--- config.mk ---
export PLATFORM = sky130hd
export DESIGN_NAME = if_fetch_unit
export DESIGN_NICKNAME = d
export VERILOG_FILES = /design/src/rtl/if_fetch_unit.sv
export SDC_FILE = /design/constraint.sdc
export NUM_CORES = 1
export LEC_CHECK = 0
export BUFFER_PORTS_ARGS = -buffer_cell sky130_fd_sc_hd__buf_2
export CAP_MARGIN = 20
export CORE_MARGIN = 1
export CORE_UTILIZATION = 50
export CTS_CLUSTER_DIAMETER = 200
export CTS_CLUSTER_SIZE = 30
export DETAILED_ROUTE_END_ITERATION = 8
export PLACE_DENSITY = 0.76
export SLEW_MARGIN = 20
export SYNTH_ARGS = -nofsm -noshare
export SYNTH_HDL_FRONTEND = slang
export SYNTH_SLANG_ARGS = --single-unit
--- constraint.sdc ---
create_clock -name clk -period 4.86 [get_ports clk]
set_clock_uncertainty 0.2 [all_clocks]
set_input_delay 0.972 -clock clk [delete_from_list [all_inputs] [get_ports clk]]
set_output_delay 0.972 -clock clk [all_outputs]
set_load 0.05 [all_outputs]
--- src/rtl/if_fetch_unit.sv ---
`default_nettype none
// ============================================================================
// Module      : if_fetch_unit
// Description : Instruction fetch stage. Owns the PC, drives the instruction
//               memory address, and queues fetched words toward decode.
// Revision    : 1.0  initial release
// ============================================================================
module if_fetch_unit #(
    parameter logic [31:0] RESET_PC = 32'h0000_0000,
    parameter int          DEPTH    = 2
) (
    input  logic        clk,
    input  logic        rst_n,
    input  logic        fetch_en,
    output logic [31:0] im_addr,
    input  logic [31:0] im_instr,
    output logic        id_valid,
    input  logic        id_ready,
    output logic [31:0] id_instr,
    output logic [31:0] id_pc,
    output logic [31:0] id_pc_plus4,
    input  logic        redirect_valid,
    input  logic [31:0] redirect_target,
    output logic        misalign_err,
    output logic [31:0] fetch_cnt
);

    localparam int            PW      = $clog2(DEPTH);
    localparam int            CW      = PW + 1;
    localparam logic [CW-1:0] DEPTH_C = CW'(DEPTH);

    logic [31:0]   pc_q, pc_d;
    logic [31:0]   fetch_cnt_q, fetch_cnt_d;
    logic          misalign_q, misalign_d;
    logic [CW-1:0] count_q, count_d;
    logic [PW-1:0] wr_ptr_q, wr_ptr_d;
    logic [PW-1:0] rd_ptr_q, rd_ptr_d;
    logic [31:0]   instr_mem_q [DEPTH];
    logic [31:0]   pc_mem_q    [DEPTH];
    logic          pop;
    logic          fire;

    always_comb begin
        id_valid    = (count_q != '0) & ~redirect_valid;
        pop         = id_valid & id_ready;
        fire        = fetch_en & ~redirect_valid & ((count_q < DEPTH_C) | pop);
        id_instr    = id_valid ? instr_mem_q[rd_ptr_q] : 32'h0;
        id_pc       = id_valid ? pc_mem_q[rd_ptr_q] : 32'h0;
        id_pc_plus4 = id_valid ? (pc_mem_q[rd_ptr_q] + 32'd4) : 32'h0;

        pc_d        = pc_q;
        fetch_cnt_d = fetch_cnt_q;
        misalign_d  = misalign_q;
        count_d     = count_q;
        wr_ptr_d    = wr_ptr_q;
        rd_ptr_d    = rd_ptr_q;

        // A redirect squashes both the pending pop and the pending push.
        if (redirect_valid) begin
            pc_d       = {redirect_target[31:2], 2'b00};
            count_d    = '0;
            wr_ptr_d   = '0;
            rd_ptr_d   = '0;
            misalign_d = misalign_q | (redirect_target[1:0] != 2'b00);
        end else begin
            if (fire) begin
                pc_d        = pc_q + 32'd4;
                fetch_cnt_d = fetch_cnt_q + 32'd1;
                wr_ptr_d    = wr_ptr_q + PW'(1);
            end
            if (pop) begin
                rd_ptr_d = rd_ptr_q + PW'(1);
            end
            count_d = count_q + CW'(fire) - CW'(pop);
        end
    end

    always_ff @(posedge clk or negedge rst_n) begin
        if (!rst_n) begin
            pc_q        <= RESET_PC;
            fetch_cnt_q <= 32'h0;
            misalign_q  <= 1'b0;
            count_q     <= '0;
            wr_ptr_q    <= '0;
            rd_ptr_q    <= '0;
        end else begin
            pc_q        <= pc_d;
            fetch_cnt_q <= fetch_cnt_d;
            misalign_q  <= misalign_d;
            count_q     <= count_d;
            wr_ptr_q    <= wr_ptr_d;
            rd_ptr_q    <= rd_ptr_d;
        end
    end

    // Payload storage needs no reset: it is only visible while count is nonzero.
    always_ff @(posedge clk) begin
        if (fire) begin
            instr_mem_q[wr_ptr_q] <= im_instr;
            pc_mem_q[wr_ptr_q]    <= pc_q;
        end
    end

    assign im_addr      = pc_q;
    assign misalign_err = misalign_q;
    assign fetch_cnt    = fetch_cnt_q;

endmodule
`default_nettype wire

==> out/qor.txt <==
YOSYS
--------------------------------------------------------------------------------
Synthesis warning total                                                        0
Post-synth top flop                                                 sky130_fd_sc_hd__edfxtp_1
Synthesized cell area                                                0.00906 mm2
Number of unique standard cell types used by synthesis                        49
Syn avg cell area                                                       11.6 um2
Cells after Synth                                                            783
Post-synth EDFFs                                                             124
Ys async rst share                                                         35.1%
Synth Register Bits                                                          191
Register area share after synthesis                                        59.6%

SETUP PATH
--------------------------------------------------------------------------------
Worst r2r src                                                       count_q[1]$_DFF_PN0_
Number of cells on the worst reg-to-reg path                                   5
Origin of the worst setup path                                      rd_ptr_q$_DFFE_PN0P_
Worst r2r dst                                                       pc_mem_q[0][15]$_DFFE_PP_
CP Class                                                            register to output pin
Worst setup path end                                                id_pc_plus4[24]
Setup slack of the worst register-to-register path                       2.17 ns
Required time at the worst-slack endpoint                                3.69 ns
Kind of end point of the critical path                                output pin
Worst EP arrival                                                         3.41 ns
Critical Path Fanout Max                                                      19
Startpoint type of the worst setup path                                 register

MIN PATH
--------------------------------------------------------------------------------
Hold wc startpoint                                                  misalign_err$_DFFE_PN0P_
Min-delay worst type                                                register to register
Worst hold path stage count                                                    1

PLACEMENT
--------------------------------------------------------------------------------
Routability Congestion                                                     0.924
DP Wirelength                                                           15500 um
Buffers added on ports                                                       224

ROUTE
--------------------------------------------------------------------------------
Via/cell ratio                                                              5.50
DRC violation count after routing                                              0
Number of vias after detailed routing                                       6816
Average detailed-routed wire length per instance                         17.5 um
Antenna Violating Nets Remaining                                               0
First-iteration detailed-routing DRC count                                   427
Wire length after detailed routing                                      21700 um
First-pass DRT Iterations                                                      8

CELLS AND AREA
--------------------------------------------------------------------------------
Fraction of final layout cells with drive strength greater than 1          27.3%
Commonest non-fill, non-tap cells in the layout                     sky130_fd_sc_hd__buf_2 (224), sky130_fd_sc_hd__edfxtp_1 (124), sky130_fd_sc_hd__nor2_1 (93), sky130_fd_sc_hd__nand2_1 (80), sky130_fd_sc_hd__dfrtp_1 (66)
Fin nets                                                                    1073
Most common cell after layout, fill and taps aside                  sky130_fd_sc_hd__buf_2
Synth-to-layout area growth                                                22.0%

TIMING
--------------------------------------------------------------------------------
Transition at the pin with the smallest max-transition slack            0.828 ns
FMAX                                                                   0.218 GHz
Final period demand of the worst path                                    4.58 ns
Worst hold margin                                                       0.264 ns
Setup repair after global routing missed its margin                           no
Worst max-slew margin expressed relative to the limit                      44.8%
Share of the clock period used by the worst path                           94.2%
Finish-stage setup viols                                                       0
Final-report max-slew violation count                                          0
Setup total negative slack                                                  0 ns
Count of final hold-check violations                                           0

CLOCKING
--------------------------------------------------------------------------------
Hold Buf Count CTS                                                             0
Clock-pin slew on the worst setup and hold paths                         0.07 ns
Maximum buffer depth of the clock tree                                         2
Post-CTS sizing                                                                0
Buffer cell driving the clock tree root                             sky130_fd_sc_hd__clkbuf_16
Number of setup buffers added after CTS                                        0
TritonCTS clock tree                                                       built
CTS H-tree depth                                                               4
CTS buffer count                                                              17
Total clock sinks                                                            191
Insertion delay to the later sink of the worst-skew pair                 0.43 ns

GLOBAL ROUTE
--------------------------------------------------------------------------------
Maximum number of pins on one net before global-route repair                  79
Global-route wire length before repair                                  33200 um
Total overflow reported by the global router                                   0
Via count of the first global-routing pass                                  6331
Global-route usage over all layers                                         23.7%
Initial antenna violation count                                                4

FLOORPLANNING
--------------------------------------------------------------------------------
Area enclosed by the die boundary                                     0.0187 mm2
Die extent in y                                                           137 um
I/O pins                                                                     231
Placeable Area                                                        0.0175 mm2
Site Rows                                                                     48
Horizontal extent of the die                                              137 um
Initial standard-cell utilization of the core                              51.9%

POWER AND IR DROP
--------------------------------------------------------------------------------
Power density cells                                                   410 mW/mm2
Largest vdd supply drop                                                   248 uV
Total leakage power                                                      4.59 nW

JOB
--------------------------------------------------------------------------------
Max-cap violation count                                                        0

RUN STATUS
--------------------------------------------------------------------------------
Status                                                              finished, final reports clean

## sequential cells by signal (all words and copies together), names as in the netlist
name,count
misalign_err,1
pc_mem_q,60
im_addr,30
instr_mem_q,64
wr_ptr_q,1
rd_ptr_q,1
count_q,2
fetch_cnt,32
## cells in the mapped netlist, types with 2 or more instances
cell / instances / area, um2
sky130_fd_sc_hd__edfxtp_1: 124 / 3720
sky130_fd_sc_hd__nor2_1: 94 / 353
sky130_fd_sc_hd__nand2_1: 80 / 300
sky130_fd_sc_hd__dfrtp_1: 67 / 1680
sky130_fd_sc_hd__mux2i_1: 56 / 561
sky130_fd_sc_hd__xnor2_1: 54 / 473
sky130_fd_sc_hd__o21ai_0: 37 / 185
sky130_fd_sc_hd__nand3_1: 35 / 175
sky130_fd_sc_hd__clkbuf_1: 23 / 86.3
sky130_fd_sc_hd__nand4_1: 23 / 144
sky130_fd_sc_hd__xor2_1: 21 / 184
sky130_fd_sc_hd__nor3_1: 16 / 80.1
sky130_fd_sc_hd__nor4_1: 14 / 87.6
sky130_fd_sc_hd__and3_1: 10 / 62.6
sky130_fd_sc_hd__and4_1: 10 / 87.6
sky130_fd_sc_hd__nand3b_1: 10 / 75.1
sky130_fd_sc_hd__and2_1: 9 / 56.3
sky130_fd_sc_hd__inv_1: 9 / 33.8
sky130_fd_sc_hd__buf_2: 8 / 40.0
sky130_fd_sc_hd__a21oi_1: 7 / 35.0
sky130_fd_sc_hd__buf_4: 7 / 52.6
sky130_fd_sc_hd__nor2b_1: 7 / 43.8
sky130_fd_sc_hd__o31ai_1: 6 / 45.0
sky130_fd_sc_hd__a22oi_1: 5 / 37.5
sky130_fd_sc_hd__ha_1: 5 / 62.6
sky130_fd_sc_hd__nand2b_1: 5 / 31.3
sky130_fd_sc_hd__mux2_2: 4 / 45.0
sky130_fd_sc_hd__a32o_1: 3 / 30.0
sky130_fd_sc_hd__buf_1: 3 / 11.3
sky130_fd_sc_hd__mux2_1: 3 / 33.8
sky130_fd_sc_hd__nand4b_1: 3 / 26.3
sky130_fd_sc_hd__o41ai_1: 3 / 26.3
sky130_fd_sc_hd__a31oi_1: 2 / 12.5
sky130_fd_sc_hd__a32oi_1: 2 / 17.5
sky130_fd_sc_hd__nor4bb_1: 2 / 20.0
sky130_fd_sc_hd__o21a_1: 2 / 15.0
sky130_fd_sc_hd__o31a_1: 2 / 17.5
## critical path, cell delays in order (launching register included)
cell and delay (ns):
sky130_fd_sc_hd__dfrtp_4 0.62, sky130_fd_sc_hd__mux2_2 0.31, sky130_fd_sc_hd__ha_1 0.26, sky130_fd_sc_hd__nand4_1 0.14, sky130_fd_sc_hd__a22oi_1 0.34, sky130_fd_sc_hd__nand4_1 0.44, sky130_fd_sc_hd__o31a_1 0.42, sky130_fd_sc_hd__nor3_1 0.16
sky130_fd_sc_hd__buf_2 0.29
## cell type report
cell class                      instances  area (um2)
Clock inverter                         15         194
Fill cell                            1375        6420
Timing Repair Buffer                  233        1230
Multi-Input combinational cell        547        3490
Antenna cell                            2        5.00
Tap cell                              225         282
Clock buffer                           17         425
Sequential cell                       191        5400
Inverter                                9        33.8
## power by group
part	internal, mW	switching [mW]
Sequential	1.86	0.125
Combinational	0.300	0.820
Clock	0.786	0.651
## per-layer routing
layer  up-vias  global-route usage [%]  wire, um
met5         -                       0        13
met4         2                    9.75       570
met3        42                    6.04      1890
met2       299                    37.9     10200
met1      3211                    30.8      8960
li1       3262                       -         -
## per-stage QoR
stage | area [um2] | std cells | utilization [%] | worst slack, ns | power [mW]
after floorplan | 9090 | 788 | - | 0.0417 | 2.83
after CTS | 11100 | 1237 | 63.2 | 0.269 | 4.56
final | 11100 | 1239 | 63.3 | 0.281 | 4.54
after global routing | 11100 | 1238 | 63.2 | 0.129 | 4.71
after detailed placement | 10400 | 1205 | 59.7 | 0.753 | 3.14
after global placement | 10400 | 1205 | 59.7 | 0.808 | 3.12
## cell families after synthesis
kind of cell,share of synthesized area (%)
simple gates,17.6
flops,59.6
compound gates,5.30
xor+xnor,7.25
mux,7.05
buf+inv,2.47
fa+ha+maj,0.690
other cells,0.0414
## worst min-delay path by stage
stage                                           to  slack [ns]
after floorplan               wr_ptr_q$_DFFE_PN0P_        0.34
after global placement    misalign_err$_DFFE_PN0P_        0.25
after detailed placement  misalign_err$_DFFE_PN0P_        0.25
after global routing      misalign_err$_DFFE_PN0P_        0.29
final                     misalign_err$_DFFE_PN0P_        0.26
after CTS                 misalign_err$_DFFE_PN0P_        0.27
No activity file was read; power rests on OpenSTA's default activity.
